File: src/rtl/sps_round_controller.sv
// Initiator side of the stone-paper-scissors judge handshake: collects one sealed move per
// player, runs the start/evaluate/release exchange with the judge and keeps the match score.
module sps_round_controller #(
    parameter int unsigned WIN_TARGET = 3,
    parameter int unsigned SCORE_W    = 4,
    parameter int unsigned RND_W      = 6,
    parameter int unsigned TIMEOUT    = 15
) (
    input  logic               clk,
    input  logic               reset,
    input  logic               p1_valid,
    input  logic [1:0]         p1_sel,
    input  logic               p2_valid,
    input  logic [1:0]         p2_sel,
    input  logic               new_match,
    input  logic [1:0]         winner,
    input  logic [2:0]         judge_state,
    output logic [1:0]         p1_move,
    output logic [1:0]         p2_move,
    output logic               start,
    output logic               p1_locked,
    output logic               p2_locked,
    output logic [SCORE_W-1:0] p1_score,
    output logic [SCORE_W-1:0] p2_score,
    output logic [RND_W-1:0]   round_cnt,
    output logic               match_over,
    output logic [1:0]         match_winner,
    output logic               invalid_round,
    output logic               judge_err,
    output logic [1:0]         ctrl_state
);

    localparam int unsigned TMR_W = $clog2(TIMEOUT + 1);
    localparam logic [SCORE_W-1:0] TARGET   = SCORE_W'(WIN_TARGET);
    localparam logic [TMR_W-1:0]   TMR_LAST = TMR_W'(TIMEOUT - 1);

    localparam logic [2:0] JUDGE_IDLE = 3'b000;
    localparam logic [2:0] JUDGE_EVAL = 3'b001;

    typedef enum logic [1:0] {
        StCollect = 2'b00,
        StReq     = 2'b01,
        StWaitRel = 2'b10,
        StDone    = 2'b11
    } state_e;

    state_e           state;
    logic [TMR_W-1:0] timer;

    logic timed_out;
    logic p1_at_target;
    logic p2_at_target;

    assign timed_out    = (timer == TMR_LAST);
    assign p1_at_target = (p1_score == TARGET);
    assign p2_at_target = (p2_score == TARGET);
    assign ctrl_state   = state;

    always_ff @(posedge clk or posedge reset) begin
        if (reset) begin
            state         <= StCollect;
            timer         <= '0;
            p1_move       <= 2'b00;
            p2_move       <= 2'b00;
            start         <= 1'b0;
            p1_locked     <= 1'b0;
            p2_locked     <= 1'b0;
            p1_score      <= '0;
            p2_score      <= '0;
            round_cnt     <= '0;
            match_over    <= 1'b0;
            match_winner  <= 2'b00;
            invalid_round <= 1'b0;
            judge_err     <= 1'b0;
        end else begin
            invalid_round <= 1'b0;
            unique case (state)
                StCollect: begin
                    if (new_match) begin
                        p1_score     <= '0;
                        p2_score     <= '0;
                        round_cnt    <= '0;
                        match_over   <= 1'b0;
                        match_winner <= 2'b00;
                        judge_err    <= 1'b0;
                        p1_locked    <= 1'b0;
                        p2_locked    <= 1'b0;
                        p1_move      <= 2'b00;
                        p2_move      <= 2'b00;
                    end else if (p1_locked && p2_locked) begin
                        state <= StReq;
                        start <= 1'b1;
                        timer <= '0;
                    end else begin
                        // First strobe per player wins; later ones wait for the next round.
                        if (p1_valid && !p1_locked) begin
                            p1_move   <= p1_sel;
                            p1_locked <= 1'b1;
                        end
                        if (p2_valid && !p2_locked) begin
                            p2_move   <= p2_sel;
                            p2_locked <= 1'b1;
                        end
                    end
                end

                StReq: begin
                    if (judge_state == JUDGE_EVAL) begin
                        case (winner)
                            2'b01: begin
                                if (p1_score < TARGET) p1_score <= p1_score + 1'b1;
                                round_cnt <= round_cnt + 1'b1;
                            end
                            2'b10: begin
                                if (p2_score < TARGET) p2_score <= p2_score + 1'b1;
                                round_cnt <= round_cnt + 1'b1;
                            end
                            2'b00:   round_cnt <= round_cnt + 1'b1;
                            default: invalid_round <= 1'b1;
                        endcase
                        start <= 1'b0;
                        state <= StWaitRel;
                        timer <= '0;
                    end else if (timed_out) begin
                        start     <= 1'b0;
                        judge_err <= 1'b1;
                        p1_locked <= 1'b0;
                        p2_locked <= 1'b0;
                        p1_move   <= 2'b00;
                        p2_move   <= 2'b00;
                        state     <= StCollect;
                    end else begin
                        timer <= timer + 1'b1;
                    end
                end

                StWaitRel: begin
                    if (judge_state == JUDGE_IDLE) begin
                        p1_locked <= 1'b0;
                        p2_locked <= 1'b0;
                        p1_move   <= 2'b00;
                        p2_move   <= 2'b00;
                        if (p1_at_target || p2_at_target) begin
                            state        <= StDone;
                            match_over   <= 1'b1;
                            match_winner <= p1_at_target ? 2'b01 : 2'b10;
                        end else begin
                            state <= StCollect;
                        end
                    end else if (timed_out) begin
                        start     <= 1'b0;
                        judge_err <= 1'b1;
                        p1_locked <= 1'b0;
                        p2_locked <= 1'b0;
                        p1_move   <= 2'b00;
                        p2_move   <= 2'b00;
                        state     <= StCollect;
                    end else begin
                        timer <= timer + 1'b1;
                    end
                end

                StDone: begin
                    if (new_match) begin
                        p1_score     <= '0;
                        p2_score     <= '0;
                        round_cnt    <= '0;
                        match_over   <= 1'b0;
                        match_winner <= 2'b00;
                        judge_err    <= 1'b0;
                        state        <= StCollect;
                    end
                end

                default: state <= StCollect;
            endcase
        end
    end

endmodule

File: config.mk
export PLATFORM = sky130hd
export DESIGN_NAME = sps_round_controller
export DESIGN_NICKNAME = d
export VERILOG_FILES = /design/src/rtl/sps_round_controller.sv
export SDC_FILE = /design/constraint.sdc
export NUM_CORES = 1
export LEC_CHECK = 0
export BUFFER_PORTS_ARGS = -buffer_cell sky130_fd_sc_hd__buf_2
export CAP_MARGIN = 10
export CORE_MARGIN = 4
export CORE_UTILIZATION = 50
export DETAILED_ROUTE_END_ITERATION = 6
export PLACE_DENSITY = 0.74
export SETUP_SLACK_MARGIN = 0.4
export SLEW_MARGIN = 0
export SYNTH_ARGS = -nofsm -noshare
export SYNTH_HDL_FRONTEND = slang
export SYNTH_SLANG_ARGS = --single-unit
File: constraint.sdc
create_clock -name clk -period 2.5 [get_ports clk]
set_input_delay 0.75 -clock clk [delete_from_list [all_inputs] [get_ports clk]]
set_output_delay 0.75 -clock clk [all_outputs]
set_load 0.01 [all_outputs]
==> key figures <==
Layout
  – Non-Filler Cell Area, Final: 2301 sq um
  – # fillers: 319
  – Multi-input logic area: 1037 sq um
  – Antenna cells: 0
  – Nets: 274
  – Synth-to-layout area growth: 21.31%
  – Share of post-route cells with drive strength above 1: 27.09%
  – Register area: 800.8 sq um

Logic synthesis
  – Synthesized cell area: 1897 sq um
  – Count of cell types in the netlist: 49
  – Post-synth EDFFs: 0
  – Synth Register Bits: 32
  – Cells after Synth: 202
  – Syn_nets: 225
  – Yosys warns: 0
  – Avg Cell Area, Syn: 9.390 sq um
  – Fraction of registers with async set/reset: 100.0%
  – Main flop type after synthesis: dfrtp_1
  – Register area share after synthesis: 42.22%

Clocking
  – Post-CTS Hold Buffers: 0
  – Clk buf depth: 2
  – Inserted Clock Buffers: 5
  – H-tree depth: 2
  – CTS Root Cell: clkbuf_8
  – Num Clock Sinks: 32
  – Clock transition at path regs: 60 ps
  – Worst skew pair latency: 290 ps
  – TritonCTS clock tree: yes

Route
  – Drt first-iter violations: 206
  – Residual DRC: 0
  – Vias: 1695
  – DR vias/cell: 5.669
  – Post-Route WL: 4380 microns
  – Routed len/inst: 14.65 microns
  – First drt pass iteration count: 4
  – Post-DRT Antenna Nets: 0

Critical path
  – Crit path capture type: flop
  – CP arrival: 2290 ps
  – Crit path required time: 2720 ps
  – Critical path class: flop to flop
  – Startpoint types: flop
  – Crit Path Max Fanout: 10

Global route
  – Met3 GRT Util: 4.348%
  – GR Overflow Total: 0
  – Vias in the first global route: 1593
  – First-pass GRT wire length: 7479 microns
  – GRT Overall Usage: 19.15%
  – Met2 Use GR: 27.86%
  – Initial antenna violation count: 0
  – Largest net degree at the start of global routing: 33
  – Global Route met1 Usage: 27.16%
  – Busiest layer in global routing: met2

Timing
  – Pins over their slew limit: 0
  – Final worst-path cycle share: 82.95%
  – Clock Skews: 11.48 ps
  – # setup viols final: 0
  – Fmax: 482.2 MHz
  – Unrepaired setup endpoints after global routing: true
  – Fin. Hold Viols: 0
  – Tightest Pin Transition: 504.6 ps
  – Rel. slew slack: 66.13%
  – PnR worst setup slack: 426.2 ps
  – Tmin final: 2074 ps
  – Setup tns final: 0 ps

Floorplan
  – Initial core utilization: 51.81%
  – Die area: 4843 sq um
  – Horiz. Die Dim: 69.59 microns
  – Core ar.: 3661 sq um
  – Die height: 69.59 microns
  – Row count: 22
  – Io pins: 42

Pwr
  – Pwr Total: 2.663 mW
  – Switching share of power: 43.37%
  – Worst VDD drop: 596.0 uV
  – Power Internal: 1.508 mW
  – P per Cell Area: 1157 nW/um^2
  – Static leakage: 1.133 nW
  – Combinational power share: 50.8%
  – Psw: 1.155 mW
  – Clock Power Share: 16.1%
  – Sequential power share: 33.1%

Placed design
  – HPWL Detailed: 3166 microns
  – I/O Buffers: 41
  – Setup WS pre-CTS: 270.5 ps
  – GP Congestion: 0.8978
  – Area post-placement: 2160 sq um

Run status
  – Outcome: completed

Run
  – Max Cap Viol: 0

Worst hold path
  – HP Class: flop to flop
cells by family (layout without fill, tap and decap cells):
| family | count (synthesis) | in the layout | share of synthesized area (%) |
|---|---|---|---|
| compound gates | 51 | 51 | 18.80 |
| fa+ha+maj | 9 | 9 | 5.937 |
| buf+inv | 19 | 68 | 4.288 |
| flops | 32 | 32 | 42.22 |
| mux | 5 | 5 | 3.034 |
| simple gates | 86 | 86 | 25.73 |
layout make-up:
type                            instances  share of cell area (%)
Multi-Input combinational cell        151                   45.08
Sequential cell                        32                   34.80
Timing Repair Buffer                   48                   11.20
Clock buffer                            7                   4.187
Tap cell                               48                   2.610
Inverter                               13                   2.121
critical path: stages, from the launching register on:
cell	delay, ps
dfrtp_1	410
inv_1	120
ha_4	220
nor4b_4	400
o211ai_1	260
or4_1	510
nand3_1	90
through the flow:
step | hold slack, ps | std cells | util (%)
after detailed placement | 486.8 | 289 | 58.99
after floorplan | 500.6 | 202 | -
after global placement | 482.9 | 289 | 58.99
after global routing | 520.9 | 299 | 62.85
final | 491.5 | 299 | 62.85
after CTS | 500.7 | 296 | 61.82
path summary, 6_finish.rpt:
check                                    end  slack, ps           from  depth (start not counted)
min in group asynchronous        p2_score[0]        540          reset                          3
worst max register to register  round_cnt[4]        430  ctrl_state[0]                          6
worst max-delay path            round_cnt[4]        430  ctrl_state[0]                          6
max in group asynchronous       round_cnt[5]       1660          reset                          3
worst min register to register    p2_move[1]        490     p2_move[1]                          1
worst min-delay path              p2_move[1]        490     p2_move[1]                          1
sequential cells by signal, indices dropped and copies added (netlist names):
register       flops
round_cnt          6
p1_score           4
p2_score           4
timer              4
ctrl_state         2
match_winner       2
p1_move            2
p2_move            2
invalid_round      1
judge_err          1
match_over         1
p1_locked          1
p2_locked          1
start              1
power groups by stage:
stage / registers (mW) / logic (mW) / clock network (mW)
6_report: 0.882 / 1.35 / 0.428
5_1_grt: 0.916 / 1.52 / 0.457
4_1_cts: 0.880 / 1.33 / 0.436
3_5_place_dp: 0.887 / 1.30 / 0
3_3_place_gp: 0.883 / 1.29 / 0
2_1_floorplan: 0.933 / 0.844 / 0
synthesized netlist by cell type, types with 3 or more instances:
master	count	area, sq um
o21ai_0	5	25.02
ha_1	9	112.6
nand2b_1	3	18.77
o211ai_1	4	30.03
o22ai_1	3	18.77
o21ai_1	4	20.02
nand3b_1	3	22.52
nand2_1	24	90.09
a21oi_1	9	45.04
nor4_1	6	37.54
dfrtp_1	32	800.8
a22o_1	5	43.79
nor2_1	9	33.78
o31ai_1	4	30.03
inv_1	13	48.80
a211o_1	3	26.28
and3_1	5	31.28
nand3_1	16	80.08
nor3_1	3	15.01
routing by layer:
metal | vias up | wire (microns)
met1 | 789 | 2074
met2 | 56 | 1946
li1 | 843 | -
met4 | 0 | 75
met5 | - | 0
met3 | 7 | 284
cell usage in the layout, fill, tap and decap left out, drive strengths merged, types with 3 or more instances in the layout:
cell	n
mux2	3
nor3	3
nand2	24
a211oi	3
a211o	3
nand3	16
a21oi	9
a22o	5
nor2	10
o31ai	4
o211ai	4
and3	5
clkbuf	7
o22ai	3
o21ai	9
nand2b	3
inv	13
nand3b	3
buf	48
nor4	7
dfrtp	32
ha	9
what timing repair did:
| item | CTS | global route |
|---|---|---|
| pin swaps | 2 | 2 |
| setup endpoints to repair | 7 | 7 |
| gates resized for setup | 3 | 2 |
| buffers inserted | 0 | 3 |
(Power assumes the default switching activity.)
